`src/rtl/tlc_phase_scheduler.sv`:
```
// Demand-driven round-robin phase scheduler for a four-way intersection.
// One approach is granted at a time; each grant runs GREEN -> YELLOW -> ALL_RED on tick-based timers.
module tlc_phase_scheduler #(
    parameter int CNT_W     = 8,
    parameter int MIN_GREEN = 10,
    parameter int MAX_GREEN = 40,
    parameter int YELLOW    = 4,
    parameter int ALL_RED   = 2
) (
    input  logic       clk,
    input  logic       rst_n,
    input  logic       tick,
    input  logic [3:0] req,
    output logic [3:0] red,
    output logic [3:0] yellow,
    output logic [3:0] green,
    output logic [1:0] phase,
    output logic [3:0] pending
);

    typedef enum logic [1:0] {
        S_IDLE,
        S_GREEN,
        S_YELLOW,
        S_ALL_RED
    } state_e;

    localparam logic [CNT_W:0]   MIN_G     = (CNT_W+1)'(MIN_GREEN);
    localparam logic [CNT_W:0]   MAX_G     = (CNT_W+1)'(MAX_GREEN);
    localparam logic [CNT_W:0]   YEL_T     = (CNT_W+1)'(YELLOW);
    localparam logic [CNT_W:0]   RED_T     = (CNT_W+1)'(ALL_RED);
    localparam logic [CNT_W-1:0] TIMER_MAX = '1;

    state_e           state_q, state_d;
    logic [CNT_W-1:0] timer_q, timer_d;
    logic [3:0]       pending_q, pending_d;
    logic [1:0]       phase_q, phase_d;
    logic [3:0]       red_q, red_d;
    logic [3:0]       yellow_q, yellow_d;
    logic [3:0]       green_q, green_d;

    logic [CNT_W:0]   elapsed;
    logic [3:0]       phase_oh;
    logic [3:0]       others;
    logic [1:0]       next_phase;
    logic [1:0]       cand;
    logic             grant_found;

    assign elapsed  = {1'b0, timer_q} + (CNT_W+1)'(1);
    assign phase_oh = 4'b0001 << phase_q;
    assign others   = pending_q & ~phase_oh;

    // Round-robin search starts just after the current phase, so the current approach comes last.
    always_comb begin
        grant_found = 1'b0;
        next_phase  = phase_q;
        cand        = phase_q;
        for (int k = 1; k <= 4; k++) begin
            cand = phase_q + 2'(k);
            if (!grant_found && pending_q[cand]) begin
                grant_found = 1'b1;
                next_phase  = cand;
            end
        end
    end

    always_comb begin
        state_d = state_q;
        phase_d = phase_q;
        case (state_q)
            S_IDLE: begin
                if (|pending_q) begin
                    state_d = S_GREEN;
                    phase_d = next_phase;
                end
            end
            S_GREEN: begin
                if (tick && elapsed >= MIN_G && |others &&
                    (!req[phase_q] || elapsed >= MAX_G))
                    state_d = S_YELLOW;
            end
            S_YELLOW: begin
                if (tick && elapsed >= YEL_T)
                    state_d = S_ALL_RED;
            end
            S_ALL_RED: begin
                if (tick && elapsed >= RED_T) begin
                    if (|pending_q) begin
                        state_d = S_GREEN;
                        phase_d = next_phase;
                    end else begin
                        state_d = S_IDLE;
                    end
                end
            end
            default: state_d = S_IDLE;
        endcase
    end

    // Timer restarts on any state change; otherwise it counts ticks and sticks at full scale.
    always_comb begin
        timer_d = timer_q;
        if (state_d != state_q)
            timer_d = '0;
        else if (tick && timer_q != TIMER_MAX)
            timer_d = timer_q + CNT_W'(1);
    end

    // The approach currently green neither latches nor keeps demand; a fresh grant drops its bit.
    always_comb begin
        pending_d = pending_q | req;
        if (state_q == S_GREEN)
            pending_d[phase_q] = 1'b0;
        if (state_d == S_GREEN && state_q != S_GREEN)
            pending_d[phase_d] = 1'b0;
    end

    // Lamps follow the next state so they switch on the same edge as the FSM.
    always_comb begin
        green_d  = '0;
        yellow_d = '0;
        for (int i = 0; i < 4; i++) begin
            green_d[i]  = (state_d == S_GREEN)  && (phase_d == 2'(i));
            yellow_d[i] = (state_d == S_YELLOW) && (phase_d == 2'(i));
        end
        red_d = ~(green_d | yellow_d);
    end

    always_ff @(posedge clk or negedge rst_n) begin
        if (!rst_n) begin
            state_q   <= S_IDLE;
            timer_q   <= '0;
            pending_q <= '0;
            phase_q   <= 2'd3;
            red_q     <= 4'hF;
            yellow_q  <= '0;
            green_q   <= '0;
        end else begin
            state_q   <= state_d;
            timer_q   <= timer_d;
            pending_q <= pending_d;
            phase_q   <= phase_d;
            red_q     <= red_d;
            yellow_q  <= yellow_d;
            green_q   <= green_d;
        end
    end

    assign red     = red_q;
    assign yellow  = yellow_q;
    assign green   = green_q;
    assign phase   = phase_q;
    assign pending = pending_q;

endmodule
```
`config.mk`:
```
export PLATFORM = sky130hd
export DESIGN_NAME = tlc_phase_scheduler
export DESIGN_NICKNAME = d
export VERILOG_FILES = /design/src/rtl/tlc_phase_scheduler.sv
export SDC_FILE = /design/constraint.sdc
export NUM_CORES = 1
export LEC_CHECK = 0
export ABC_AREA = 1
export CORE_MARGIN = 2
export CORE_UTILIZATION = 50
export DETAILED_ROUTE_END_ITERATION = 10
export GPL_ROUTABILITY_DRIVEN = 0
export PLACE_DENSITY = 0.81
export SETUP_SLACK_MARGIN = 0.3
export SLEW_MARGIN = 20
export SYNTH_ARGS = -nofsm -noshare
export SYNTH_HDL_FRONTEND = slang
export SYNTH_SLANG_ARGS = --single-unit
```
`constraint.sdc`:
```
create_clock -name clk -period 2.11 [get_ports clk]
set_input_delay 0.633 -clock clk [delete_from_list [all_inputs] [get_ports clk]]
set_output_delay 0.633 -clock clk [all_outputs]
set_load 0.03 [all_outputs]
```
### Word level (Yosys, flattened, before mapping)

Cells that the tools add are included.

* register bits: 28
* logic and storage cells: 108
* bits of input ports: 7

* add/sub/neg operators: 5
* shifts and indexed selects: 1
* bitwise logic cells: 9
* muxes and demuxes: 34
* order comparisons: 11
* eq/ne operators: 11
* reduce and logical (&&, ||, !) cells: 30

Operator list (count)
* $logic_and 1x1->1: 20
* $mux 2: 10
* $mux 8: 2
* $not 4->4: 4
* $lt 2x3->1 const B: 5
* $and 4x4->4: 3
* $mux 1: 11
* $bmux 1 s2: 5
* $eq 2x2->1 const B: 5
* $add 8x1->9 const B: 1
* $ge 9x2->1 const B: 1
* $ge 9x3->1 const B: 1
* $ge 9x4->1 const B: 1
* $ge 9x6->1 const B: 1
* $add 8x1->8 const B: 1
* $mux 4: 2
* $ne 8x8->1 const B: 1
* $or 4x4->4: 2
* $pmux 2 s4: 1
* $reduce_or 4->1: 2
* $eq 2x1->1 const B: 3
* $add 2x2->2 const B: 2
* $demux 1 s2: 2
* $ge 2x1->1 const B: 2
* other kinds (9): 13

### Longest topological paths before layout

* depth after elaboration: 23
* mapped depth: 19

### Worst setup path before layout

Ideal clock, no wire load.

* kind: flip-flop to flip-flop
* start: register phase_q[0], in the netlist phase[0]
* end: register red_q[2], in the netlist red[2]
* data required time: 2032 ps
* cell stages (with the launch flop): 17
* period minus slack after synthesis: 2379 ps
* arrival: 2301 ps
* buffers on the path: 1
* setup slack: -269 ps
* cell sequence: dfstp_2 > buf_6 > inv_6 > ha_1 > inv_1 > nand3_1 > nand2_1 > inv_2 > nand3_1 > nand2_1 > nand2_1 > o21ai_0 > inv_1 > a21oi_4 > nand2_1 > nor2_1 > nor2_1

* word-level cells in the longest chain between the ends: 20
* elaborated cells between the ends (all ways): 46
* those cells by class: 3 x add/sub; 3 x eq/ne; 1 x shift; 22 x mux; 4 x bitwise; 13 x reduce/logical

RTL lines
* start, declared: line 37 `logic [1:0] phase_q, phase_d;`
* start signal, assigned: line 142 `phase_q <= phase_d;`
* $add 2x1->2: line 59 `cand = phase_q + 2'(k);`
* $bmux 1 s2: line 60 `if (!grant_found && pending_q[cand]) begin`
* $mux 1 (implied by the code): line 60
* $mux 1: line 60
* $logic_not 1->1: line 60
* $logic_and 1x1->1: line 60
* $mux 1: line 60
* $logic_not 1->1: line 60
* [... 7 more ...]
* $pmux 2 s2 (*): line 70 `case (state_q)`
* named net phase_d[1]: line 37
* $eq 2x2->1 (*): line 123 `green_d[i] = (state_d == S_GREEN) && (phase_d == 2'(i));`
* $logic_and 1x1->1 (*): line 123
* named net green_d[2]: line 40 `logic [3:0] green_q, green_d;`
* $or 4x4->4 (*): line 126 `red_d = ~(green_d | yellow_d);`
* $not 4->4 (*): line 126
* named net red_d[2]: line 38 `logic [3:0] red_q, red_d;`
* end signal, assigned: line 143 `red_q <= red_d;`
* end, declared: line 38

Mark *: on every way through the listed nets, which the timed path passes. The rest lies on a longest branch. The select of a mux whose other input is x is not followed.
A chain may end at the register's enable or synchronous reset.

### Worst setup path after layout

* start: input req[1]
* end: register pending_q[3], in the netlist pending[3]

* word-level cells in the longest chain between the ends: 10

RTL lines
* start, declared: line 13 `input logic [3:0] req,`
* $bmux 1 s2: line 79 `(!req[phase_q] || elapsed >= MAX_G))`
* $mux 1 (implied by the code): line 79
* $logic_not 1->1: line 79
* $logic_or 1x1->1: line 79
* $logic_and 1x1->1: line 78 `if (tick && elapsed >= MIN_G && |others &&`
* $mux 2: line 78
* $pmux 2 s4: line 70
* $eq 2x1->1: line 114 `if (state_d == S_GREEN && state_q != S_GREEN)`
* $logic_and 1x1->1: line 114
* $mux 4: line 114
* named net pending_d[3]: line 36 `logic [3:0] pending_q, pending_d;`
* end signal, assigned: line 141 `pending_q <= pending_d;`
* end, declared: line 36

The timed path passes the listed nets, and every way through them passes these cells. The select of a mux whose other input is x is not followed.

==> impl_summary.log <==
INFO  metric run_status = complete, but fails checks
INFO  metric failed_checks = setup timing
INFO  metric antenna_found_initial = 0
INFO  metric fp.dieArea = 0.00449 mm²
INFO  metric placeableCoreArea = 0.00374 mm²
INFO  metric grt_start_max_net_pins = 29
INFO  metric setup_viol = 27
INFO  metric syn_nets = 308
INFO  metric slew_viol_final = 0
INFO  metric worst_skew_pair.late_latency = 0.29 ns
INFO  metric total_global_routing_overflow = 0
INFO  metric core.rowCount = 22
INFO  metric synth_top_family_by_area = simple AND/OR/NAND/NOR gates
INFO  metric drive_gt1_share = 40.5%
INFO  metric vias = 2196
INFO  metric fraction_of_synthesized_cell_area_in_xor_and_xnor_cells = 0.441%
INFO  metric timing_worst_slew_pin_value = 0.416 ns
INFO  metric worst_ep_required_time = 2.29 ns
INFO  metric detail_route.wl_per_cell = 15.9 µm
INFO  metric final_routed_wirelength = 6.38 mm
INFO  metric timing.critical_path.to_type = register
INFO  metric final_common_cell = sky130_fd_sc_hd__nand2_1
INFO  metric post-dp-hpwl = 3.83 mm
INFO  metric design.final.nets = 371
INFO  metric final_cell_mix = sky130_fd_sc_hd__nand2_1, sky130_fd_sc_hd__inv_1, sky130_fd_sc_hd__buf_4
INFO  metric number_of_clock_buffers_inserted_by_tritoncts = 3
INFO  metric clock_sink_total = 28
INFO  metric width_of_the_die = 67.0 µm
INFO  metric criticalPathCategory = input port to register
INFO  metric area_growth_syn_to_layout = 49.7%
INFO  metric tritoncts = yes
INFO  metric post_synth_fa_ha_maj_area_fraction = 6.30%
INFO  metric hp-class = register to register
INFO  metric dp_slack = -0.447 ns
INFO  metric syn-instance-count = 291
INFO  metric wire_length_of_the_first_global_routing_pass = 9.38 mm
INFO  metric drt_first_pass_iters = 4
INFO  metric post-route-cell-area = 0.00298 mm²
INFO  metric timing.fmax = 413 MHz
INFO  metric fin_crit_sh = 115%
INFO  metric numPortBuffers = 24
INFO  metric drt_drc_violations_left = 0
INFO  metric grt_setup_unrepaired = yes
INFO  metric finalWorstSetupSlack = -0.314 ns
INFO  metric netlist_area = 0.00199 mm²
INFO  metric cts.hold.buffers_added = 0
INFO  metric seq_area_frac_synth = 35.6%
INFO  metric chipHeight = 67.0 µm
INFO  metric first_global_vias = 2095
INFO  metric cts-htree-levels = 1
INFO  metric num_antenna_cells = 0
INFO  metric yosys-mux-area-fraction = 0%
INFO  metric critical_path.max_fanout = 4
INFO  metric period_needed = 2.42 ns
INFO  metric floorplan.io_pins = 25
INFO  metric timing.critical_path.from_type = input port
INFO  metric synth-seq-cells = 28
INFO  metric timing.clock.skew = 0.00717 ns
INFO  metric relSlewSlack = 72.3%
INFO  metric synth_simple_gate_area_share = 39.7%
INFO  metric cp.arrival = 2.60 ns
INFO  metric hold_viol = 0
INFO  metric ant_nets = 0
INFO  metric initial_detailed_routing_violation_count = 155
INFO  metric groute.usage.overall = 27.5%
INFO  metric clock-root-buffer = sky130_fd_sc_hd__clkbuf_8
INFO  metric buffer_depth_of_the_longest_clock_path = 2
INFO  metric post_dp_cell_area = 0.00249 mm²
INFO  metric synth_cell_type_count = 28
INFO  metric start_util = 53.1%
INFO  metric syn_area_per_cell = 6.83 µm²
INFO  metric compound_gate_portion_of_the_synthesized_area = 9.07%
INFO  metric yosys_warnings = 0
INFO  metric route.detailed.vias_per_inst = 5.48
INFO  metric maxCapViolCount = 0
INFO  metric cts.clk_slew.worst_paths = 0.10 ns
[worst paths after layout]
path / from / endpoint / slack, ns / cells past startpoint
setup / recovery: req[1] / pending[3] / -0.31 / 16
hold / removal: timer_q[6] / timer_q[6] / 0.65 / 4
setup reg to reg: timer_q[0] / pending[3] / -0.25 / 18
hold reg to reg: timer_q[6] / timer_q[6] / 0.65 / 4
max in group asynchronous: rst_n / red[2] / 1.08 / 2
min in group asynchronous: rst_n / state_q[1] / 0.72 / 2
[area by class of cell]
cell class	instances	area, µm²
Tap cell	48	60.1
Clock buffer	3	41.3
Clock inverter	1	30.0
Inverter	39	159
Fill cell	237	768
Sequential cell	28	711
Multi-Input combinational cell	220	1440
Timing Repair Buffer	62	536
[cell usage after synthesis]
cell type	count	area, µm²
sky130_fd_sc_hd__a21boi_0	2	15.0
sky130_fd_sc_hd__a21oi_1	7	35.0
sky130_fd_sc_hd__a21oi_4	2	32.5
sky130_fd_sc_hd__a22oi_1	2	15.0
sky130_fd_sc_hd__buf_2	1	5.00
sky130_fd_sc_hd__buf_6	1	11.3
sky130_fd_sc_hd__clkbuf_1	2	7.51
sky130_fd_sc_hd__dfrtp_1	22	551
sky130_fd_sc_hd__dfstp_2	6	158
sky130_fd_sc_hd__ha_1	10	125
sky130_fd_sc_hd__inv_1	36	135
sky130_fd_sc_hd__inv_2	2	7.51
sky130_fd_sc_hd__inv_6	1	8.76
sky130_fd_sc_hd__nand2_1	94	353
sky130_fd_sc_hd__nand2_2	7	43.8
sky130_fd_sc_hd__nand2_4	1	11.3
sky130_fd_sc_hd__nand3_1	21	105
sky130_fd_sc_hd__nand3_2	6	60.1
sky130_fd_sc_hd__nand4_1	4	25.0
sky130_fd_sc_hd__nor2_1	43	161
sky130_fd_sc_hd__nor2_2	1	6.26
sky130_fd_sc_hd__nor2_4	1	11.3
sky130_fd_sc_hd__nor4_1	1	6.26
sky130_fd_sc_hd__o21ai_0	13	65.1
sky130_fd_sc_hd__o21ai_1	1	5.00
sky130_fd_sc_hd__o22ai_1	2	12.5
sky130_fd_sc_hd__or2_2	1	6.26
sky130_fd_sc_hd__xor2_1	1	8.76
[stage by stage]
| stage | setup TNS (ns) | util [%] | cells | hold WS (ns) |
|---|---|---|---|---|
| after CTS | -1.75 | 75.2 | 398 | 0.635 |
| after floorplan | -0.605 | - | 291 | 0.337 |
| after detailed placement | -9.21 | 66.5 | 385 | 0.619 |
| after global routing | -8.12 | 79.5 | 401 | 0.708 |
| after global placement | -6.29 | 66.5 | 385 | 0.616 |
| final | -5.35 | 79.5 | 401 | 0.655 |
[registers in the layout, summed over array words and instances, names as in the netlist]
register,cells
timer_q,8
green,4
pending,4
red,4
yellow,4
phase,2
state_q,2
[cell families (layout without fill, tap and decap cells)]
group | Yosys count | count (layout)
xor+xnor | 1 | 1
simple gates | 180 | 180
flops | 28 | 28
fa+ha+maj | 10 | 10
buf+inv | 43 | 105
compound gates | 29 | 29
[per-layer routing]
metal	wire length, µm	up-vias	GRT usage (%)
met1	2430	1033	31.4
met3	358	31	3.89
met5	0	-	0
met2	3360	89	53.0
li1	-	1043	-
met4	234	0	6.38
[worst max-delay path, stage by stage]
cell	delay [ns]
sky130_fd_sc_hd__clkdlybuf4s50_1	0.45
sky130_fd_sc_hd__inv_1	0.05
sky130_fd_sc_hd__a21oi_1	0.15
sky130_fd_sc_hd__o21ai_0	0.15
sky130_fd_sc_hd__nand2_1	0.10
sky130_fd_sc_hd__o21ai_0	0.08
sky130_fd_sc_hd__nand2_1	0.07
sky130_fd_sc_hd__nand2_1	0.06
sky130_fd_sc_hd__nand2_2	0.09
sky130_fd_sc_hd__nand2_2	0.06
sky130_fd_sc_hd__nand2_2	0.06
sky130_fd_sc_hd__nand2_2	0.08
sky130_fd_sc_hd__nand2_4	0.10
sky130_fd_sc_hd__nand4_1	0.22
sky130_fd_sc_hd__nand2_1	0.16
sky130_fd_sc_hd__nand2_1	0.08
[what timing repair did]
item | in CTS | in global routing
pin swaps | 18 | 20
buffers inserted | 9 | 3
gates resized for setup | 88 | 50
endpoints found under the setup margin | 46 | 35
Power is left out: the tool's default activity adds up to more than one toggle a clock period on the data nets, which glitch-free logic cannot reach.
